===== src/rtl/hazard_unit.sv =====
// Hazard controller: operand forwarding, load-use/branch stall and flush, memory-wait FSM with timeout.
// Optional performance counters enabled by defining HAZARD_PERFCNT_EN.
module hazard_unit #(
    parameter int MEM_TIMEOUT = 16
) (
    input  logic        clk,
    input  logic        reset_n,
    input  logic [3:0]  RA1D,
    input  logic [3:0]  RA2D,
    input  logic [3:0]  RA1E,
    input  logic [3:0]  RA2E,
    input  logic [3:0]  WA3E,
    input  logic [3:0]  WA3M,
    input  logic [3:0]  WA3W,
    input  logic        RegWriteM,
    input  logic        RegWriteW,
    input  logic        MemtoRegE,
    input  logic        PCSrcD,
    input  logic        PCSrcE,
    input  logic        PCSrcM,
    input  logic        PCSrcW,
    input  logic        BranchTakenE,
    input  logic        MemReqM,
    input  logic        MemReadyM,
    output logic        StallF,
    output logic        StallD,
    output logic        StallE,
    output logic        StallM,
    output logic        StallW,
    output logic        FlushD,
    output logic        FlushE,
    output logic [1:0]  ForwardAE,
    output logic [1:0]  ForwardBE,
    output logic        MemErr,
    output logic [31:0] StallCycles,
    output logic [31:0] FlushCycles,
    output logic [31:0] MemWaitCycles
);

    typedef enum logic [1:0] {ST_IDLE, ST_WAIT, ST_ERR} state_t;

    state_t     r_state, w_state_nxt;
    logic [7:0] r_wcnt, w_wcnt_nxt;
    logic       r_mem_err, w_mem_err_nxt;
    logic       w_ldr_stall, w_pc_pend, w_mem_stall;

    // R15 is the PC, never a real data dependency.
    function automatic logic reg_match(input logic [3:0] a, input logic [3:0] b);
        return (a == b) && (a != 4'd15);
    endfunction

    function automatic logic [1:0] fwd_sel(input logic [3:0] ra);
        if (RegWriteM && reg_match(ra, WA3M))      return 2'b10;
        else if (RegWriteW && reg_match(ra, WA3W)) return 2'b01;
        else                                       return 2'b00;
    endfunction

    assign w_ldr_stall = MemtoRegE && (reg_match(RA1D, WA3E) || reg_match(RA2D, WA3E));
    assign w_pc_pend   = PCSrcD || PCSrcE || PCSrcM;
    assign w_mem_stall = (MemReqM && !MemReadyM) || (r_state == ST_ERR);
    assign MemErr      = r_mem_err;

    // NOTE: every output gets a default first so no path leaves one unassigned (no latches).
    always_comb begin
        StallF    = 1'b0;
        StallD    = 1'b0;
        StallE    = 1'b0;
        StallM    = 1'b0;
        StallW    = 1'b0;
        FlushD    = 1'b0;
        FlushE    = 1'b0;
        ForwardAE = 2'b00;
        ForwardBE = 2'b00;
        if (!reset_n) begin
            FlushD = 1'b1;
            FlushE = 1'b1;
        end else begin
            ForwardAE = fwd_sel(RA1E);
            ForwardBE = fwd_sel(RA2E);
            if (w_mem_stall) begin
                StallF = 1'b1;
                StallD = 1'b1;
                StallE = 1'b1;
                StallM = 1'b1;
                StallW = 1'b1;
            end else begin
                StallF = w_ldr_stall || w_pc_pend;
                StallD = w_ldr_stall;
                FlushD = w_pc_pend || PCSrcW || BranchTakenE;
                FlushE = w_ldr_stall || BranchTakenE;
            end
        end
    end

    always_comb begin
        w_state_nxt   = r_state;
        w_wcnt_nxt    = r_wcnt;
        w_mem_err_nxt = r_mem_err;
        unique case (r_state)
            ST_IDLE: begin
                if (MemReqM && !MemReadyM) begin
                    w_state_nxt = ST_WAIT;
                    w_wcnt_nxt  = 8'd1;
                end
            end
            ST_WAIT: begin
                // A dropped request counts as completion.
                if (MemReadyM || !MemReqM) begin
                    w_state_nxt = ST_IDLE;
                    w_wcnt_nxt  = 8'd0;
                end else if (r_wcnt == 8'(MEM_TIMEOUT)) begin
                    w_state_nxt   = ST_ERR;
                    w_mem_err_nxt = 1'b1;
                end else begin
                    w_wcnt_nxt = r_wcnt + 8'd1;
                end
            end
            ST_ERR: w_mem_err_nxt = 1'b1;
            default: w_state_nxt = ST_IDLE;
        endcase
    end

    // NOTE: sequential state uses non-blocking assignments so all flops sample pre-edge values.
    always_ff @(posedge clk or negedge reset_n) begin
        if (!reset_n) begin
            r_state   <= ST_IDLE;
            r_wcnt    <= 8'd0;
            r_mem_err <= 1'b0;
        end else begin
            r_state   <= w_state_nxt;
            r_wcnt    <= w_wcnt_nxt;
            r_mem_err <= w_mem_err_nxt;
        end
    end

`ifdef HAZARD_PERFCNT_EN
    logic [31:0] r_stall_cnt, r_flush_cnt, r_memwait_cnt;

    always_ff @(posedge clk or negedge reset_n) begin
        if (!reset_n) begin
            r_stall_cnt   <= 32'd0;
            r_flush_cnt   <= 32'd0;
            r_memwait_cnt <= 32'd0;
        end else begin
            if (StallF)           r_stall_cnt   <= r_stall_cnt + 32'd1;
            if (FlushD || FlushE) r_flush_cnt   <= r_flush_cnt + 32'd1;
            if (w_mem_stall)      r_memwait_cnt <= r_memwait_cnt + 32'd1;
        end
    end

    assign StallCycles   = r_stall_cnt;
    assign FlushCycles   = r_flush_cnt;
    assign MemWaitCycles = r_memwait_cnt;
`else
    assign StallCycles   = 32'd0;
    assign FlushCycles   = 32'd0;
    assign MemWaitCycles = 32'd0;
`endif

endmodule


===== config.mk =====
export PLATFORM = sky130hd
export DESIGN_NAME = hazard_unit
export DESIGN_NICKNAME = d
export VERILOG_FILES = /design/src/rtl/hazard_unit.sv
export SDC_FILE = /design/constraint.sdc
export NUM_CORES = 1
export LEC_CHECK = 0
export ABC_AREA = 1
export ABC_CLOCK_PERIOD_IN_PS = 2400
export CAP_MARGIN = 20
export CORE_MARGIN = 3
export CORE_UTILIZATION = 37
export DETAILED_ROUTE_END_ITERATION = 8
export PLACE_DENSITY = 0.87
export SYNTH_ARGS = -nofsm -noshare
export SYNTH_HDL_FRONTEND = slang
export SYNTH_SLANG_ARGS = --single-unit

===== constraint.sdc =====
create_clock -name clk -period 2.4 [get_ports clk]
set_input_delay 0.48 -clock clk [delete_from_list [all_inputs] [get_ports clk]]
set_output_delay 0.48 -clock clk [all_outputs]
set_load 0.05 [all_outputs]

=== Yosys cells after proc, flatten, opt, wreduce, memory -nomap -nowiden ===
Index checks and enable logic that the tools add are counted.

* Add/sub/neg operators: 1
* Equal/unequal tests: 18
* Muxes and demuxes: 27
* Bitwise logic cells: 1
* Reduce and logical (&&, ||, !) cells: 29

{| class="wikitable"
|+ Operators with widths
! operator !! number
|-
| 4-bit == test || 6
|-
| 8-bit 2-to-1 mux || 3
|-
| 4-bit != test (second input constant) || 4
|-
| 8-bit one-hot mux with 2 select lines || 1
|-
| 1-bit 2-to-1 mux || 14
|-
| 2-bit 2-to-1 mux || 7
|-
| 1-bit logical AND || 12
|-
| 1-bit logical OR || 9
|-
| 3-bit AND reduction || 3
|-
| 8-bit by 1-bit adder with 8-bit output (second input constant) || 1
|-
| 8-bit by 5-bit == test with 1-bit output (second input constant) || 1
|-
| 2-bit != test (second input constant) || 3
|-
| 3-bit != test (second input constant) || 2
|-
| 2-bit one-hot mux with 3 select lines || 1
|-
| 2-bit nonzero test || 2
|-
| 2-bit by 1-bit == test with 1-bit output (second input constant) || 1
|-
| 2-bit == test (second input constant) || 1
|-
| 1-bit logical NOT || 2
|-
| 2-bit logical NOT || 1
|-
| 1-bit one-hot mux with 2 select lines || 1
|-
| 1-bit NOT || 1
|}

* Register bits: 11
* Input port bits: 40
* Output and inout bits: 108
* Word-level logic and storage cells: 79

=== Depth between registers and ports, before layout ===
* Depth after elaboration: 7
* Gate-level depth with buffers: 10

=== Worst setup path after synthesis ===
OpenSTA, ideal clock, no wires.

* Path kind: input-to-output
* From: input MemReqM
* To: output FlushD
* Arrival time: 1,983 ps
* Data required time: 1,920 ps
* Setup slack: -63 ps
* Stages: 5
* Path buffers: 0
* Cells stage by stage: inv_1 -> nor2_4 -> nor2_1 -> nor2_1 -> a21oi_1

* Longest elaborated chain between the ends: 4

{| class="wikitable"
|+ Ends and longest elaborated chain
! item !! line !! source
|-
| start: declaration || 23 || <nowiki>input logic MemReqM,</nowiki>
|-
| 1-bit logical AND || 60 || <nowiki>assign w_mem_stall = (MemReqM && !MemReadyM) || (r_state == ST_ERR);</nowiki>
|-
| 1-bit logical OR || 60 ||
|-
| 1-bit 2-to-1 mux || 80 || <nowiki>if (w_mem_stall) begin</nowiki>
|-
| 1-bit 2-to-1 mux || 74 || <nowiki>if (!reset_n) begin</nowiki>
|-
| end: declaration || 30 || <nowiki>output logic FlushD,</nowiki>
|}

No other way between the ends.

=== Final worst setup path ===
* From: input RA1E[0]
* To: output ForwardAE[0]

* Longest elaborated chain between the ends: 6

{| class="wikitable"
|+ Ends and longest elaborated chain
! item !! line !! source
|-
| start: declaration || 10 || <nowiki>input logic [3:0] RA1E,</nowiki>
|-
| 4-bit == test / 4-bit != test (equally long branches) || 49 || <nowiki>return (a == b) && (a != 4'd15);</nowiki>
|-
| 1-bit logical AND || 49 ||
|-
| 1-bit logical AND || 54 || <nowiki>else if (RegWriteW && reg_match(ra, WA3W)) return 2'b01;</nowiki>
|-
| 1-bit 2-to-1 mux || 54 ||
|-
| 2-bit 2-to-1 mux (*) || 53 || <nowiki>if (RegWriteM && reg_match(ra, WA3M)) return 2'b10;</nowiki>
|-
| 2-bit 2-to-1 mux (*) || 74 ||
|-
| end: declaration || 32 || <nowiki>output logic [1:0] ForwardAE,</nowiki>
|}

Every way passes the cells marked *; elsewhere a longest branch is shown, timed or not.

==> metrics.log <==
[metrics] run status: complete, no violations
[metrics] final wirelength: 4.09 mm
[metrics] antenna violations before repair: 0
[metrics] maximum ir drop on the vdd rail: 0.244 mV
[metrics] hold path cells: 1
[metrics] critical-path maximum fanout: 5
[metrics] fillers: 472
[metrics] Core Region: 4910 sq um
[metrics] Clock Path Buffers: 2
[metrics] number of pins with negative max-slew slack in the final report: 0
[metrics] type of destination of the critical path: output pin
[metrics] leftover overflow at the end of global routing: 0
[metrics] buffers added on ports: 51
[metrics] Die Width: 78.6 um
[metrics] power density of the placed cells: 594 nW/um^2
[metrics] antenna diode instance count: 0
[metrics] minimum hold slack: 0.469 ns
[metrics] Final Critical Period: 2.29 ns
[metrics] clock-pin slew reported for the worst setup and hold paths after clock tree synthesis: 0.05 ns
[metrics] routed length per instance: 9.70 um
[metrics] # IOs: 148
[metrics] TritonCTS clock tree: yes
[metrics] final setup violation count: 0
[metrics] category of the worst setup path launch point: input pin
[metrics] maximum cell stage delay along the critical path: 0.49 ns
[metrics] global-route wire length before repair: 6.40 mm
[metrics] total clock sinks: 11
[metrics] leading post-synthesis cells by cell area: buf_4, dfrtp_1, nand2_1, inv_1, nor2_1
[metrics] Static Leakage: 1.34 nW
[metrics] number of global-route vias before repair: 1511
[metrics] Mapped Avg Cell Area: 6.55 sq um
[metrics] sequence of cells on the critical path: clkdlybuf4s50_1 -> or2_0 -> a21oi_1 -> nand4_1 -> nor2b_2 -> buf_12
[metrics] reg-to-reg startpoint: r_state[1]$_DFFE_PN0P_
[metrics] Avg Vias per Cell: 3.92
[metrics] post-synthesis instance area: 1950 sq um
[metrics] cells on worst reg2reg path: 7
[metrics] vias after detailed routing: 1655
[metrics] data arrival time of the critical path: 1.81 ns
[metrics] worst slew margin relative to its limit: 66.5%
[metrics] maximum achievable frequency: 436 MHz
[metrics] Clock Skew: 0.00375 ns
[metrics] Die ar.: 6180 sq um
[metrics] synthesized netlist cell count: 298
[metrics] cell accounting for the most synthesized area: buf_4
[metrics] cell family contributing the most delay on the critical path: buffers and inverters
[metrics] count of buffering cells on the critical path with inverters included: 2
[metrics] final routed DRC violation total: 0
[metrics] Pre-antenna DRT Iters: 4
[metrics] sequential element share of the synthesized area: 14.1%
[metrics] RSZ-0062 raised after global routing: yes
[metrics] Worst R2R Setup Slack: 0.87 ns
[metrics] register bit total from synthesis: 11
[metrics] root buffer cell: clkbuf_8
[metrics] # Max-Cap Violations: 0
[metrics] CTS Buf Count: 3
[metrics] initial standard-cell utilization of the core: 39.7%
[metrics] library cells used by synthesis: 31
[metrics] post-DP HPWL: 3.55 mm
[metrics] maximum number of pins on one net before global-route repair: 9
[metrics] Area Growth Syn to Fin: 20.5%
[metrics] Detail Route Antenna Nets: 0
[metrics] Hold/Removal Path Class: reg -> reg
[metrics] portion of the clock cycle consumed by the worst path in the final layout: 95.6%
[metrics] Hold Startpoint: MemErr$_DFFE_PN0P_
[metrics] number of hold violations in the final report: 0
[metrics] area share of the leading cell type in the synthesized netlist: 37.7%
[metrics] Final GP Congestion: 0.881
[metrics] share of final-layout standard cells stronger than drive strength 1: 10.1%
[metrics] clk_lat worst skew: 0.24 ns
[metrics] required time of the worst setup path: 1.92 ns
[metrics] critical register-to-register path endpoint: r_state[0]$_DFFE_PN0P_
[metrics] yosys synthesis warning count: 0
[metrics] startpoint-to-endpoint class of the critical path: in -> out
[metrics] transition time at the pin with the least slew margin: 0.501 ns
[metrics] total power after layout: 1.40 mW
[metrics] CTS H-tree depth: 1
[metrics] global-route usage over all layers: 12.5%
[metrics] die span in y: 78.6 um
[metrics] slowest library cell on the worst path: clkdlybuf4s50_1
[metrics] num rows: 25
[metrics] Starting DRT DRC Count: 40
[metrics] hold worst-path end: MemErr$_DFFE_PN0P_
[metrics] Post-CTS Setup Repair Bufs: 0
[metrics] NumNets Final: 401
## through the flow
stage | setup slack (ns) | cell area (sq um) | utilization [%] | cells | setup TNS (ns)
floorplan | 0.190 | 2310 | - | 393 | 0
global placement | 0.0730 | 2290 | 46.7 | 418 | 0
detailed placement | 0.0561 | 2290 | 46.7 | 418 | 0
CTS | 0.0468 | 2340 | 47.6 | 422 | 0
global route | -0.0287 | 2350 | 47.9 | 422 | -0.0449
finish | 0.107 | 2350 | 47.9 | 422 | 0
## timing repair
action | 4_1_cts | 5_1_grt
gates resized for setup | 0 | 6
setup endpoints to repair | 0 | 4
hold buffers | 0 | 0
## cells by family after synthesis
logic type	share of synthesized area, %
DFF	14.1
xor gates and xnor gates	4.49
adders and majority gates	3.21
AOI/OAI and AO/OA	4.94
and+or+nand+nor	28.8
other	0.192
buffers and inverters	44.2
## synthesized netlist by cell type
library cell,n
a21o_2,1
a21oi_1,4
a21oi_2,1
and2_1,1
buf_4,98
conb_1,1
dfrtp_1,11
ha_1,5
inv_1,30
inv_2,4
nand2_1,66
nand2_2,2
nand2_4,2
nand3_1,13
nand3b_1,1
nand4_1,9
nor2_1,19
nor2_2,2
nor2_4,1
nor2b_1,1
nor3_1,3
nor3_2,1
nor4_1,1
o211a_1,2
o21ai_0,5
o21bai_1,1
o22ai_1,1
or2_0,1
or2_2,1
xnor2_1,5
xor2_1,5
## metal layers
metal,vias up,track usage [%],share of wire (%)
li1,840,-,-
met1,720,13.4,36
met4,0,4.20,1.2
met5,-,0,0
met3,6,3.90,10
met2,89,22.9,53
## cells in the final DEF, fill, tap and decap left out, types with 7 or more instances in the layout
master	n
nand4_1	9
nand2_1	66
dfrtp_1	11
clkdlybuf4s50_1	35
buf_4	7
inv_1	30
nand3_1	13
nor2_1	18
conb_1	96
buf_12	9
## power breakdown
part           internal (mW)  total (mW)  switching (mW)
combinational          0.258       0.964           0.705
clock                  0.117       0.191          0.0737
sequential             0.214       0.242          0.0279
## worst max-delay path by stage
stage	start	end	slack (ns)	depth (start not counted)
after floorplan	r_state[0]$_DFFE_PN0P_	FlushD	0.19	5
after global placement	RA1E[0]	ForwardAE[0]	0.07	6
after detailed placement	WA3E[2]	StallF	0.06	12
after CTS	WA3E[3]	StallF	0.05	12
after global routing	RA1D[3]	StallF	-0.03	12
final	RA1E[0]	ForwardAE[0]	0.11	6
## final cells by class
| type | count | area, sq um | area share (%) |
|---|---|---|---|
| Multi-Input combinational cell | 250 | 1170 | 49.9 |
| Inverter | 34 | 128 | 5.43 |
| Timing Repair Buffer | 56 | 646 | 27.4 |
| Tap cell | 67 | 83.8 | 3.56 |
| Sequential cell | 11 | 275 | 11.7 |
| Clock buffer | 4 | 45.0 | 1.91 |
## flip-flops by register name (all words and copies together), names as in the netlist
| register | count |
|---|---|
| r_state | 2 |
| MemErr | 1 |
| r_wcnt | 8 |
Note: power is estimated with default switching activity, not from simulation.
